--- config.mk ---
export PLATFORM = sky130hd
export DESIGN_NAME = keypad_scanner_flat
export DESIGN_NICKNAME = d
export VERILOG_FILES = /design/src/rtl/keypad_scanner_if.sv /design/src/rtl/keypad_scanner.sv /design/src/flat_wrapper.sv
export SDC_FILE = /design/constraint.sdc
export NUM_CORES = 1
export LEC_CHECK = 0
export CAP_MARGIN = 0
export CORE_ASPECT_RATIO = 2
export CORE_MARGIN = 5
export CORE_UTILIZATION = 40
export DETAILED_ROUTE_END_ITERATION = 6
export SLEW_MARGIN = 20
export SYNTH_ARGS = -nofsm -noshare
export SYNTH_HDL_FRONTEND = slang
export SYNTH_SLANG_ARGS = --single-unit
--- constraint.sdc ---
create_clock -name clk -period 3.2 [get_ports clk]
set_input_delay 0.8 -clock clk [delete_from_list [all_inputs] [get_ports clk]]
set_output_delay 0.8 -clock clk [all_outputs]
set_load 0.03 [all_outputs]
--- src/rtl/keypad_scanner_if.sv ---
// Press/release event stream between the keypad scanner (master) and its consumer (slave).
interface keypad_scanner_if #(
    parameter int KeyBits = 4
);
    logic               event_valid;
    logic               event_ready;
    logic [KeyBits-1:0] event_key;
    logic               event_press;

    modport master (
        output event_valid,
        output event_key,
        output event_press,
        input  event_ready
    );

    modport slave (
        input  event_valid,
        input  event_key,
        input  event_press,
        output event_ready
    );
endinterface

--- src/rtl/keypad_scanner.sv ---
// Column-multiplexed keypad scanner: settles each driven column, samples the rows,
// debounces every key with its own counter and streams press/release events.
module keypad_scanner #(
    parameter int Rows        = 4,
    parameter int Cols        = 4,
    parameter int SettleTime  = 16,
    parameter int StableCount = 4
) (
    input  logic                 clk,
    input  logic                 reset,
    output logic [Cols-1:0]      col_out,
    input  logic [Rows-1:0]      row_in,
    output logic [Rows*Cols-1:0] key_state,
    keypad_scanner_if.master     ev
);

    localparam int NumKeys = Rows * Cols;
    localparam int KeyBits = (NumKeys > 1) ? $clog2(NumKeys) : 1;
    localparam int ColW    = (Cols > 1) ? $clog2(Cols) : 1;
    localparam int SetW    = (SettleTime > 1) ? $clog2(SettleTime) : 1;
    localparam int CntW    = (StableCount > 1) ? $clog2(StableCount) : 1;

    localparam logic [SetW-1:0] SettleInit = SetW'(SettleTime - 1);
    localparam logic [CntW-1:0] CntMax     = CntW'(StableCount - 1);
    localparam logic [ColW-1:0] ColLast    = ColW'(Cols - 1);

    typedef enum logic [1:0] {
        SETTLE = 2'd0,
        SAMPLE = 2'd1,
        EMIT   = 2'd2
    } state_e;

    function automatic logic [Cols-1:0] col_onehot(input logic [ColW-1:0] idx);
        logic [Cols-1:0] oh;
        oh = '0;
        for (int c = 0; c < Cols; c++) begin
            oh[c] = (idx == ColW'(c));
        end
        return oh;
    endfunction

    function automatic logic [Rows-1:0] lowest_bit(input logic [Rows-1:0] v);
        return v & (~v + Rows'(1));
    endfunction

    function automatic int row_of(input logic [Rows-1:0] onehot);
        int idx;
        idx = 0;
        for (int r = 0; r < Rows; r++) begin
            if (onehot[r]) begin
                idx = r;
            end
        end
        return idx;
    endfunction

    function automatic logic [KeyBits-1:0] key_index(input logic [ColW-1:0] col, input int row);
        return KeyBits'(int'(col) * Rows + row);
    endfunction

    state_e              state_q, state_d;
    logic [ColW-1:0]     col_q, col_d;
    logic [Cols-1:0]     col_out_q, col_out_d;
    logic [SetW-1:0]     settle_q, settle_d;
    logic [NumKeys-1:0]  key_state_q, key_state_d;
    logic [CntW-1:0]     cnt_q [NumKeys];
    logic [CntW-1:0]     cnt_d [NumKeys];
    logic [Rows-1:0]     pending_q, pending_d;
    logic                ev_valid_q, ev_valid_d;
    logic [KeyBits-1:0]  ev_key_q, ev_key_d;
    logic                ev_press_q, ev_press_d;
    logic                advance_s;
    logic [Rows-1:0]     first_s;
    logic [ColW-1:0]     col_next_s;

    assign col_next_s = (col_q == ColLast) ? '0 : col_q + ColW'(1);

    // Next-state logic for the scan FSM, debounce counters and event outputs.
    always_comb begin
        state_d     = state_q;
        col_d       = col_q;
        col_out_d   = col_out_q;
        settle_d    = settle_q;
        key_state_d = key_state_q;
        cnt_d       = cnt_q;
        pending_d   = pending_q;
        ev_valid_d  = ev_valid_q;
        ev_key_d    = ev_key_q;
        ev_press_d  = ev_press_q;
        advance_s   = 1'b0;
        first_s     = '0;

        case (state_q)
            SETTLE: begin
                if (settle_q == '0) begin
                    state_d = SAMPLE;
                end else begin
                    settle_d = settle_q - SetW'(1);
                end
            end
            SAMPLE: begin
                // A key flips only after StableCount consecutive disagreeing samples.
                for (int r = 0; r < Rows; r++) begin
                    if (row_in[r] == key_state_q[key_index(col_q, r)]) begin
                        cnt_d[key_index(col_q, r)] = '0;
                    end else if (cnt_q[key_index(col_q, r)] == CntMax) begin
                        key_state_d[key_index(col_q, r)] = ~key_state_q[key_index(col_q, r)];
                        cnt_d[key_index(col_q, r)]       = '0;
                        pending_d[r]                     = 1'b1;
                    end else begin
                        cnt_d[key_index(col_q, r)] = cnt_q[key_index(col_q, r)] + CntW'(1);
                    end
                end
                if (pending_d != '0) begin
                    state_d    = EMIT;
                    first_s    = lowest_bit(pending_d);
                    ev_valid_d = 1'b1;
                    ev_key_d   = key_index(col_q, row_of(first_s));
                    ev_press_d = key_state_d[ev_key_d];
                end else begin
                    advance_s = 1'b1;
                end
            end
            EMIT: begin
                if (ev_valid_q && ev.event_ready) begin
                    pending_d = pending_q & ~lowest_bit(pending_q);
                    if (pending_d != '0) begin
                        first_s    = lowest_bit(pending_d);
                        ev_key_d   = key_index(col_q, row_of(first_s));
                        ev_press_d = key_state_q[ev_key_d];
                    end else begin
                        ev_valid_d = 1'b0;
                        advance_s  = 1'b1;
                    end
                end else begin
                    pending_d = pending_q;
                end
            end
            default: begin
                state_d = SETTLE;
            end
        endcase

        // Moving to the next column is folded into the SAMPLE/EMIT exit.
        if (advance_s) begin
            col_d     = col_next_s;
            col_out_d = col_onehot(col_next_s);
            settle_d  = SettleInit;
            state_d   = SETTLE;
        end else begin
            col_d = col_q;
        end
    end

    // State registers with synchronous reset.
    always_ff @(posedge clk) begin
        if (reset) begin
            state_q     <= SETTLE;
            col_q       <= '0;
            col_out_q   <= col_onehot('0);
            settle_q    <= SettleInit;
            key_state_q <= '0;
            cnt_q       <= '{default: '0};
            pending_q   <= '0;
            ev_valid_q  <= 1'b0;
            ev_key_q    <= '0;
            ev_press_q  <= 1'b0;
        end else begin
            state_q     <= state_d;
            col_q       <= col_d;
            col_out_q   <= col_out_d;
            settle_q    <= settle_d;
            key_state_q <= key_state_d;
            cnt_q       <= cnt_d;
            pending_q   <= pending_d;
            ev_valid_q  <= ev_valid_d;
            ev_key_q    <= ev_key_d;
            ev_press_q  <= ev_press_d;
        end
    end

    assign col_out        = col_out_q;
    assign key_state      = key_state_q;
    assign ev.event_valid = ev_valid_q;
    assign ev.event_key   = ev_key_q;
    assign ev.event_press = ev_press_q;

endmodule
--- src/flat_wrapper.sv ---
// flat-port wrapper written by rule: the top's interface ports become plain ports
module keypad_scanner_flat 
#(
    parameter int Rows        = 4,
    parameter int Cols        = 4,
    parameter int SettleTime  = 16,
    parameter int StableCount = 4
)
  (clk, reset, col_out, row_in, key_state, ev_event_valid, ev_event_key, ev_event_press, ev_event_ready);
  keypad_scanner_if ev_i ();
  input  logic clk;
  input  logic reset;
  output logic [Cols-1:0] col_out;
  input  logic [Rows-1:0] row_in;
  output logic [Rows*Cols-1:0] key_state;
  output wire logic [$bits(ev_i.event_valid)-1:0] ev_event_valid;
  output wire logic [$bits(ev_i.event_key)-1:0] ev_event_key;
  output wire logic [$bits(ev_i.event_press)-1:0] ev_event_press;
  input wire logic [$bits(ev_i.event_ready)-1:0] ev_event_ready;
  assign ev_event_valid = ev_i.event_valid;
  assign ev_event_key = ev_i.event_key;
  assign ev_event_press = ev_i.event_press;
  assign ev_i.event_ready = ev_event_ready;
  keypad_scanner #(.Rows(Rows), .Cols(Cols), .SettleTime(SettleTime), .StableCount(StableCount)) u_core (.clk(clk), .reset(reset), .col_out(col_out), .row_in(row_in), .key_state(key_state), .ev(ev_i));
endmodule
==> results.toml <==
[run_status]
status = "finished, final reports clean"

[clock_tree]
clkSinkCount = 70
clockRootBuffer = "clkbuf_16"
clkLatencyLatePin_ns = 0.34
clk_path_buf_depth = 2
cts.clk_slew.worst_paths_ns = 0.06
tritoncts.num_buffers = 9
post_cts_buffers = 0
cts_resized = 0
h-tree-depth = 3
cts_tree = "yes"
ctsHoldBuffers = 0

[logic_synthesis]
synth_commonest_cells = "nand2_1 (86), dfxtp_1 (70), a21oi_1 (69)"
synth_most_common_cell = "nand2_1"
yosysWarningCount = 0
synthesis.area_sq_um = 4110
yosys_register_bits = 70
ys_top_cells_by_area = "dfxtp_1 (34%), a21oi_1 (8.4%), mux4_2 (8.2%), nand2_1 (7.8%), nor2_1 (5.0%)"
postSynthCellCount = 521
synth_flop_cell = "dfxtp_1"
synth_top_area_cell = "dfxtp_1"
synth_edf_count = 0
async_reset_ff_share_pct = 0
avgSynthCellArea_sq_um = 7.89
synth_top_area_share_pct = 34.1
syn_nets = 540
ys_seq_area_share_pct = 34.1
ys_types = 56

[placement]
place_inst = 677
place_ws_ns = 0.166
gp_congestion = 0.949
hpwlAfterDp_um = 9360
numPortBuffers = 32

[setup_path]
critPathMaxStageDelay_ns = 0.62
crit_buf_inv = 1
path_class = "reg -> reg"
worst-path-max-fanout = 21
regToRegSetupSlack_ns = 0.31
start_kind = "flip-flop"
crit_path_top_delay_cell = "mux4_2"
critPathTopFamily = "multiplexers"
end_kind = "flip-flop"
startpoint = "u_core.col_q[0]"
cp.required_ns = 3.45
crit_arrival_ns = 3.14
crit_chain = "buf_12 -> mux4_2 -> mux2i_2 -> nor2_1 -> o311ai_0 -> a21oi_1 -> o41ai_1 -> o2111ai_1 -> o31ai_1"
r2r-start = "u_core.col_q[0]"

[die]
start_util_pct = 40.8
die_w_um = 81.7
die_area_sq_um = 12500
core_area_sq_um = 10100
chipHeight_um = 153
fp-row-count = 52
num_io_pins = 33

[grt]
grt-ovfl-total = 0
grt_pass1_vias = 3879
grt_max_degree = 29
grt_pass1_wl_um = 20200
antenna_found_initial = 0
grt_usage_pct = 21.2

[pwr]
power.internal_mw = 1.72
seqPwrFrac_pct = 39.6
ir_worst_vdd_uv = 296
power_density_nw_per_um2 = 470
p_leak_nw = 1.72
power_frac_clock_pct = 46.7
swShare_pct = 26.6
p_comb_share_pct = 13.7
p_switching_mw = 0.620

[timing]
setup_slack_ns = 0.307
clock_skew_ns = 0.00740
finalHoldViolations = 0
max_freq_mhz = 346
max-slew-margin-rel_pct = 62.9
rsz0062_at_grt = "no"
fin_crit_ns = 2.89
finalCritPeriodShare_pct = 90.4
setup_violations = 0
fin_setup_tns_ns = 0
slew_violations = 0
tightest_slew_ns = 0.557

[detailed_routing]
vias = 3949
drc_errors = 0
routed_wl_um = 12600
wl_met1_um = 4730
routed_via_density = 5.70
avgRoutedWirePerCell_um = 18.2
met3_length_um = 424
first_pass_iters = 5
ant_nets = 0
wl_met2_um = 6730
drt_iter0_drc = 382
top_layer = "met4"

[flow_run]
cap_violations = 0

[layout]
n_antenna_cell = 0
fillers = 993
layout-drive-gt1-share_pct = 11.3
final_cells = 693
fin_nets = 572
area_growth_pct = 20.9

[min_path]
worstHoldPathType = "reg -> reg"
hp-start = "u_core.cnt_q[9]"
## area by class of cell
| type | instances | area [sq um] | share of cell area (%) |
|---|---|---|---|
| clock inverter | 6 | 93.8 | 1.89 |
| inverter | 18 | 67.6 | 1.36 |
| timing repair buffer | 57 | 528 | 10.6 |
| clock buffer | 10 | 229 | 4.60 |
| tap | 135 | 169 | 3.40 |
| multi-input combinational | 397 | 2480 | 49.9 |
| sequential | 70 | 1400 | 28.2 |
## layout by cell type, fill, tap and decap left out, types with 12 or more instances in the layout
master	n
ha_1	12
o21ai_0	20
nand3_1	25
nand2_1	86
mux2i_1	16
dfxtp_1	70
mux4_2	15
inv_1	18
a21oi_1	69
buf_4	23
nor2_1	55
clkdlybuf4s50_1	31
## sequential cells by signal, summed over array words and instances, names as in the netlist, 2 cells and up
signal               flops
u_core.cnt_q            32
u_core.key_state        16
u_core.settle_q          4
u_core.col_q             2
u_core.col_out           4
u_core.pending_q         4
u_core.state_q           2
u_core.ev.event_key      4
## power by group through the flow
stage / logic, mW / clock network (mW) / registers [mW]
final: 0.320 / 1.09 / 0.925
after global routing: 0.348 / 1.15 / 0.929
after CTS: 0.322 / 1.11 / 0.925
after detailed placement: 0.320 / 0 / 0.945
after global placement: 0.315 / 0 / 0.943
after floorplan: 0.203 / 0 / 0.959
## worst register-to-register path, cell delays in order, from the launching register on
cell	delay (ns)
dfxtp_1	0.35
buf_12	0.20
mux4_2	0.63
mux2i_2	0.45
nor2_1	0.22
o311ai_0	0.44
a21oi_1	0.08
o41ai_1	0.09
o2111ai_1	0.16
o31ai_1	0.19
## logic make-up after synthesis
logic type / synth area share [%]
AO/OA/AOI/OAI: 20.2
XOR/XNOR: 1.92
adder cells (fa/ha/maj): 3.65
buffers and inverters: 5.54
flip-flops: 34.1
multiplexers: 12.4
AND/OR/NAND/NOR: 22.2
## routing by layer
| layer | vias to the layer above | GRT usage [%] |
|---|---|---|
| met5 | - | 0 |
| met4 | 0 | 13.0 |
| met3 | 49 | 3.42 |
| met2 | 147 | 37.2 |
| met1 | 1852 | 22.8 |
| li1 | 1901 | - |
## through the flow
step	area, sq um	utilization, %	total power, mW	hold slack, ns
after detailed placement	4650	46.1	1.26	0.447
after global placement	4650	46.1	1.26	0.438
after floorplan	4110	-	1.16	0.433
after global routing	4970	49.3	2.42	0.470
final	4970	49.3	2.34	0.454
after CTS	4970	49.3	2.36	0.455
## worst paths after layout
kind / to / cells after the start
max: u_core.ev.event_press / 9
min: u_core.cnt_q[9] / 2
max reg2reg: u_core.ev.event_press / 9
min reg2reg: u_core.cnt_q[9] / 2
Note: power is estimated with default switching activity, not from simulation.
